[src/rtl/isa_pkg.sv]
// Shared ISA definitions for the instruction sequencer: opcode fields, register codes,
// bus-source selects, write-enable bit positions and sequencer states.
package isa_pkg;

    localparam logic [7:0] NOP = 8'hF0;

    localparam logic [2:0] OP_ALU  = 3'b110;
    localparam logic [3:0] OP_CTRL = 4'b1110;

    localparam logic [3:0] CTL_JMP  = 4'b0000;
    localparam logic [3:0] CTL_JZ   = 4'b0001;
    localparam logic [3:0] CTL_JNZ  = 4'b0010;
    localparam logic [3:0] CTL_HALT = 4'b1111;

    localparam logic [2:0] DST_X0 = 3'd0;
    localparam logic [2:0] DST_X1 = 3'd1;
    localparam logic [2:0] DST_Y0 = 3'd2;
    localparam logic [2:0] DST_Y1 = 3'd3;
    localparam logic [2:0] DST_O  = 3'd4;
    localparam logic [2:0] DST_M  = 3'd5;
    localparam logic [2:0] DST_I  = 3'd6;
    localparam logic [2:0] DST_DM = 3'd7;

    localparam logic [3:0] SRC_SEL_IMM  = 4'd8;
    localparam logic [3:0] SRC_SEL_PINS = 4'd9;

    localparam int RE_X0 = 0;
    localparam int RE_X1 = 1;
    localparam int RE_Y0 = 2;
    localparam int RE_Y1 = 3;
    localparam int RE_R  = 4;
    localparam int RE_M  = 5;
    localparam int RE_I  = 6;
    localparam int RE_DM = 7;
    localparam int RE_O  = 8;

    // Two-bit encoding so the illegal codes 00/11 exist and recover to RUN.
    localparam logic [1:0] ST_RUN  = 2'b01;
    localparam logic [1:0] ST_HALT = 2'b10;

    // dst codes map 1:1 onto enable bits except o_reg, which lives above r.
    function automatic logic [8:0] dst_en(input logic [2:0] d);
        logic [8:0] e;
        e = '0;
        if (d == DST_O) e[RE_O] = 1'b1;
        else            e[d]    = 1'b1;
        return e;
    endfunction

endpackage

[src/rtl/instruction_decode.sv]
// Combinational decode of ir and sequencer state into datapath controls and jump decision.
// Zero latency; everything is forced to 0 outside RUN.
module instruction_decode
    import isa_pkg::*;
(
    input  logic [7:0] ir_i,
    input  logic [1:0] state_i,
    input  logic       r_eq_0_i,
    output logic [3:0] ir_nibble_o,
    output logic [3:0] source_sel_o,
    output logic [8:0] reg_en_o,
    output logic       i_sel_o,
    output logic       x_sel_o,
    output logic       y_sel_o,
    output logic       is_jump_o,
    output logic       jump_taken_o,
    output logic       is_halt_o
);

    logic [2:0] dst;
    logic [2:0] src;

    always_comb begin
        ir_nibble_o  = '0;
        source_sel_o = '0;
        reg_en_o     = '0;
        i_sel_o      = 1'b0;
        x_sel_o      = 1'b0;
        y_sel_o      = 1'b0;
        is_jump_o    = 1'b0;
        jump_taken_o = 1'b0;
        is_halt_o    = 1'b0;
        dst          = ir_i[6:4];
        src          = ir_i[2:0];

        if (state_i == ST_RUN) begin
            ir_nibble_o = ir_i[3:0];
            if (!ir_i[7]) begin
                reg_en_o     = dst_en(dst);
                source_sel_o = SRC_SEL_IMM;
                if (dst == DST_DM) begin
                    reg_en_o[RE_I] = 1'b1;
                    i_sel_o        = 1'b1;
                end
            end else if (!ir_i[6]) begin
                // A move onto itself is repurposed to read the external input pins.
                dst          = ir_i[5:3];
                reg_en_o     = dst_en(dst);
                source_sel_o = (dst == src) ? SRC_SEL_PINS : {1'b0, src};
                if ((src == DST_DM || dst == DST_DM) && dst != DST_I) begin
                    reg_en_o[RE_I] = 1'b1;
                    i_sel_o        = 1'b1;
                end
            end else if (ir_i[7:5] == OP_ALU) begin
                reg_en_o[RE_R] = 1'b1;
                x_sel_o        = ir_i[4];
                y_sel_o        = ir_i[3];
            end else if (ir_i[7:4] == OP_CTRL) begin
                case (ir_i[3:0])
                    CTL_JMP:  begin is_jump_o = 1'b1; jump_taken_o = 1'b1;      end
                    CTL_JZ:   begin is_jump_o = 1'b1; jump_taken_o = r_eq_0_i;  end
                    CTL_JNZ:  begin is_jump_o = 1'b1; jump_taken_o = !r_eq_0_i; end
                    CTL_HALT: is_halt_o = 1'b1;
                    default:  ;
                endcase
            end
        end
    end

endmodule

[src/rtl/instruction_sequencer.sv]
// Fetch/sequence controller: one instruction per RUN cycle, two-byte jumps with a NOP bubble,
// HALT until go. No backpressure; the program memory is read combinationally at pc.
module instruction_sequencer
    import isa_pkg::*;
#(
    parameter int PC_W = 8
) (
    input  logic            clk,
    input  logic            reset,
    input  logic [7:0]      pm_data,
    input  logic            r_eq_0,
    input  logic            go,
    output logic [PC_W-1:0] pc,
    output logic [3:0]      ir_nibble,
    output logic [3:0]      source_sel,
    output logic [8:0]      reg_en,
    output logic            i_sel,
    output logic            x_sel,
    output logic            y_sel,
    output logic            cu_sync_reset,
    output logic            halted
);

    logic [PC_W-1:0] pc_q, pc_d;
    logic [7:0]      ir_q, ir_d;
    logic [1:0]      state_q, state_d;
    logic            cu_rst_q;
    logic            is_jump, jump_taken, is_halt;

    instruction_decode u_decode (
        .ir_i         (ir_q),
        .state_i      (state_q),
        .r_eq_0_i     (r_eq_0),
        .ir_nibble_o  (ir_nibble),
        .source_sel_o (source_sel),
        .reg_en_o     (reg_en),
        .i_sel_o      (i_sel),
        .x_sel_o      (x_sel),
        .y_sel_o      (y_sel),
        .is_jump_o    (is_jump),
        .jump_taken_o (jump_taken),
        .is_halt_o    (is_halt)
    );

    always_comb begin
        pc_d    = pc_q;
        ir_d    = ir_q;
        state_d = ST_RUN;
        case (state_q)
            ST_RUN: begin
                if (is_halt) begin
                    state_d = ST_HALT;
                end else if (is_jump) begin
                    // pm_data is the target byte here; the fetched word is replaced by a bubble.
                    pc_d = jump_taken ? PC_W'(pm_data) : pc_q + PC_W'(1);
                    ir_d = NOP;
                end else begin
                    pc_d = pc_q + PC_W'(1);
                    ir_d = pm_data;
                end
            end
            ST_HALT: begin
                if (go) ir_d = NOP;
                else    state_d = ST_HALT;
            end
            default: ;
        endcase
    end

    always_ff @(posedge clk or posedge reset) begin
        if (reset) begin
            pc_q     <= '0;
            ir_q     <= NOP;
            state_q  <= ST_RUN;
            cu_rst_q <= 1'b1;
        end else begin
            pc_q     <= pc_d;
            ir_q     <= ir_d;
            state_q  <= state_d;
            cu_rst_q <= 1'b0;
        end
    end

    assign pc            = pc_q;
    assign cu_sync_reset = cu_rst_q;
    assign halted        = (state_q == ST_HALT);

endmodule
[config.mk]
export PLATFORM = sky130hd
export DESIGN_NAME = instruction_sequencer
export DESIGN_NICKNAME = d
export VERILOG_FILES = /design/src/rtl/isa_pkg.sv /design/src/rtl/instruction_decode.sv /design/src/rtl/instruction_sequencer.sv
export SDC_FILE = /design/constraint.sdc
export NUM_CORES = 1
export LEC_CHECK = 0
export CAP_MARGIN = 25
export CORE_MARGIN = 2
export CORE_UTILIZATION = 52
export CTS_BUF_LIST = sky130_fd_sc_hd__clkbuf_4 sky130_fd_sc_hd__clkbuf_8
export CTS_CLUSTER_SIZE = 28
export DETAILED_ROUTE_END_ITERATION = 10
export HOLD_SLACK_MARGIN = 0.06
export PLACE_DENSITY = 0.87
export SKIP_CTS_REPAIR_TIMING = 1
export SLEW_MARGIN = 10
export SYNTH_ARGS = -nofsm -noshare
export SYNTH_HDL_FRONTEND = slang
export SYNTH_SLANG_ARGS = --single-unit
[constraint.sdc]
create_clock -name clk -period 3.2 [get_ports clk]
set_input_delay 0.64 -clock clk [delete_from_list [all_inputs] [get_ports clk]]
set_output_delay 0.64 -clock clk [all_outputs]
set_load 0.05 [all_outputs]
==> impl_metrics.py <==
metrics = {
    "run_status": {
        "outcome": "completed",
    },
    "power_and_ir_drop": {
        "p_leak_nw": 0.8109,
        "ir_worst_vdd_uv": 861.9,
        "clock_power_share_pct": 5.8,
        "p_sw_mw": 1.186,
        "swShare_pct": 55.82,
        "p_per_area_nw_per_um2": 1146,
        "p_int_mw": 0.9390,
        "pwr-share-comb_pct": 69.1,
        "seqPwrFrac_pct": 25.1,
    },
    "finish": {
        "drive_gt1_share_pct": 11.11,
        "multi_input_area_sq_um": 847.1,
        "fill_cells": 209,
        "layout.area.seq_sq_um": 483.0,
        "finish.net_count": 214,
        "n_antenna_cell": 0,
        "fin_util_pct": 73.51,
        "area_delta_synth_final_pct": 30.80,
    },
    "global_route": {
        "grt.total_usage_pct": 22.46,
        "grt_pass1_vias": 1293,
        "overflow": 0,
        "grt_max_degree": 20,
        "antenna_found_initial": 0,
        "grt_pass1_wl_mm": 5.713,
    },
    "yosys": {
        "synth_edf_count": 0,
        "synth_top_area_share_pct": 22.95,
        "syn_area_sq_um": 1418,
        "syn-mean-instance-area_sq_um": 8.860,
        "synthTopCellsByCount": "dfrtp_1 (13), nand2_1 (13), inv_1 (11), nor2_1 (11)",
        "synth.area.top_cells": "dfrtp_1 (23%), dfstp_2 (11%), mux2i_1 (5.6%), nand2_1 (3.4%), inv_1 (2.9%)",
        "yosysWarnings": 0,
        "seq_area_frac_synth_pct": 34.07,
        "synth_cells": 160,
        "synth_area_leader_cell": "dfrtp_1",
        "ys_types": 47,
        "ys_seq_elements": 19,
        "syn_nets": 175,
        "async_flop_share_pct": 100.0,
        "synth_flop_cell": "dfrtp_1",
    },
    "placement": {
        "dpl.hpwl_mm": 2.681,
        "place_congestion": 0.8216,
        "io_buffers": 41,
    },
    "floorplanning": {
        "start_util_pct": 56.20,
        "rows": 18,
        "die-area_sq_um": 3160,
        "die_x_um": 56.21,
        "boundaryPins": 42,
        "dieHeight_um": 56.21,
        "core_sq_um": 2522,
    },
    "hold_path": {
        "hold_class": "flop to flop",
    },
    "clocking": {
        "cts.clk_slew.worst_paths_ns": 0.11,
        "cts_root_buffer": "clkbuf_4",
        "tritoncts": "built",
        "cts_buffer_depth": 2,
        "cts.sinks": 19,
        "htree_levels": 1,
        "clk_latency_ns": 0.30,
        "cts_buffers": 3,
    },
    "critical_path": {
        "critPathRequiredTime_ns": 2.56,
        "crit_path_end_kind": "output port",
        "path_cells": "inv_1, or2_2, a21boi_0, clkdlybuf4s50_1",
        "startpoint_type": "flop",
        "crit_fanout": 11,
        "cp.arrival_ns": 2.43,
        "critPathMaxStageDelay_ns": 0.83,
        "cpMaxStageDelayCell": "clkdlybuf4s50_1",
        "worst-setup-path-type": "flop to output port",
    },
    "timing": {
        "final-max-slew-violation-count": 0,
        "relSlewSlack_pct": 52.00,
        "finalCriticalPeriod_ns": 3.067,
        "rsz0062_at_grt": "no",
        "hold_viol_final": 0,
        "tightest_slew_ns": 0.7192,
        "fmax_mhz": 326.0,
        "post-route-period-util_pct": 95.85,
        "fin_setup_tns_ns": 0,
        "skew_ns": 0.001496,
        "final-setup-viol-count": 0,
    },
    "route": {
        "wl_mm": 3.428,
        "num_vias": 1360,
        "post_drt_wl_per_cell_um": 15.04,
        "drc_errors": 0,
        "routed_via_density": 5.965,
        "drtAntennaViolNets": 0,
        "drt_first_pass_iters": 4,
        "dr.first_iter.drc_count": 33,
    },
    "run": {
        "maxCapViolations": 0,
    },
}
## layer usage
metal,up-vias,part of all wire (%),global-route usage (%)
li1,656,-,-
met1,642,43,26.24
met2,59,50,40.50
met3,3,5.5,3.256
met4,0,0.99,9.524
met5,-,0,0
## sequential cells by signal (all words and copies together) (netlist names)
name and count:
cu_sync_reset 1, ir_q 8, pc 8, state_q 2
## worst max-delay path: cells and delay by family, from the launching register on
| family | cells | cell delay, ns |
|---|---|---|
| DFF | 1 | 0.66 |
| AOI/OAI and AO/OA | 1 | 0.15 |
| and+or+nand+nor | 1 | 0.31 |
| buffers and inverters | 2 | 1.00 |
## worst paths after layout
| kind | start | endpoint | slack [ns] | depth (start not counted) |
|---|---|---|---|---|
| max | ir_q[6] | reg_en[6] | 0.13 | 4 |
| min | pc[6] | pc[6] | 0.56 | 1 |
| max reg2reg | state_q[0] | pc[7] | 1.14 | 6 |
| min reg2reg | pc[6] | pc[6] | 0.56 | 1 |
| max in group asynchronous | reset | state_q[1] | 2.00 | 2 |
| min in group asynchronous | reset | ir_q[3] | 0.75 | 2 |
## logic make-up (layout without fill, tap and decap cells)
logic type / after synthesis / after routing / share of synthesized area [%]
other: 1 / 1 / 0.2645
DFF: 19 / 19 / 34.07
xor gates and xnor gates: 3 / 3 / 1.854
AOI/OAI and AO/OA: 39 / 39 / 20.74
and+or+nand+nor: 68 / 68 / 28.60
adders and majority gates: 3 / 3 / 2.648
buffers and inverters: 19 / 57 / 6.179
muxes: 8 / 8 / 5.649
## cell type report
type	count	share of cell area (%)
clock inverter	1	0.2699
clock buffer	3	1.215
tap	30	2.024
multi-input combinational	122	45.68
timing repair buffer	42	22.54
sequential	19	26.05
inverter	11	2.227
## power groups by stage
stage	registers [mW]	logic [mW]	clock network, mW
6_report	0.534	1.47	0.123
2_1_floorplan	0.623	0.956	0
5_1_grt	0.557	1.56	0.136
3_5_place_dp	0.534	1.47	0
4_1_cts	0.530	1.47	0.128
3_3_place_gp	0.528	1.43	0
## metrics by stage
step | area, sq um | cells | setup WS (ns) | hold WS, ns | power, mW
floorplan | 1418 | 160 | 0.1807 | 0.5232 | 1.578
global placement | 1827 | 224 | 0.5029 | 0.5133 | 1.963
detailed placement | 1827 | 224 | 0.4733 | 0.5294 | 2.000
CTS | 1854 | 228 | 0.1267 | 0.5612 | 2.127
global route | 1854 | 228 | 0.01025 | 0.5783 | 2.254
finish | 1854 | 228 | 0.1328 | 0.5625 | 2.125
## placed cells by master (no fill, tap or decap), types with 3 or more instances in the layout
| cell type | Yosys | final |
|---|---|---|
| clkdlybuf4s50_1 | 0 | 41 |
| a21oi_1 | 4 | 4 |
| o21ai_0 | 8 | 8 |
| ha_1 | 3 | 3 |
| mux2i_1 | 8 | 8 |
| dfstp_2 | 6 | 6 |
| a2bb2oi_1 | 3 | 3 |
| nand3_1 | 7 | 7 |
| o2bb2ai_1 | 3 | 3 |
| nand2_1 | 13 | 13 |
| clkbuf_4 | 0 | 3 |
| nor2b_1 | 4 | 4 |
| a22o_1 | 4 | 4 |
| nor2_1 | 11 | 11 |
| xnor2_1 | 3 | 3 |
| a31oi_1 | 5 | 5 |
| nor3_1 | 6 | 6 |
| and2_1 | 4 | 4 |
| inv_1 | 11 | 11 |
| o22a_1 | 3 | 3 |
| nand2b_1 | 4 | 4 |
| dfrtp_1 | 13 | 13 |
| and3_1 | 4 | 4 |
Note: power is estimated with default switching activity, not from simulation.
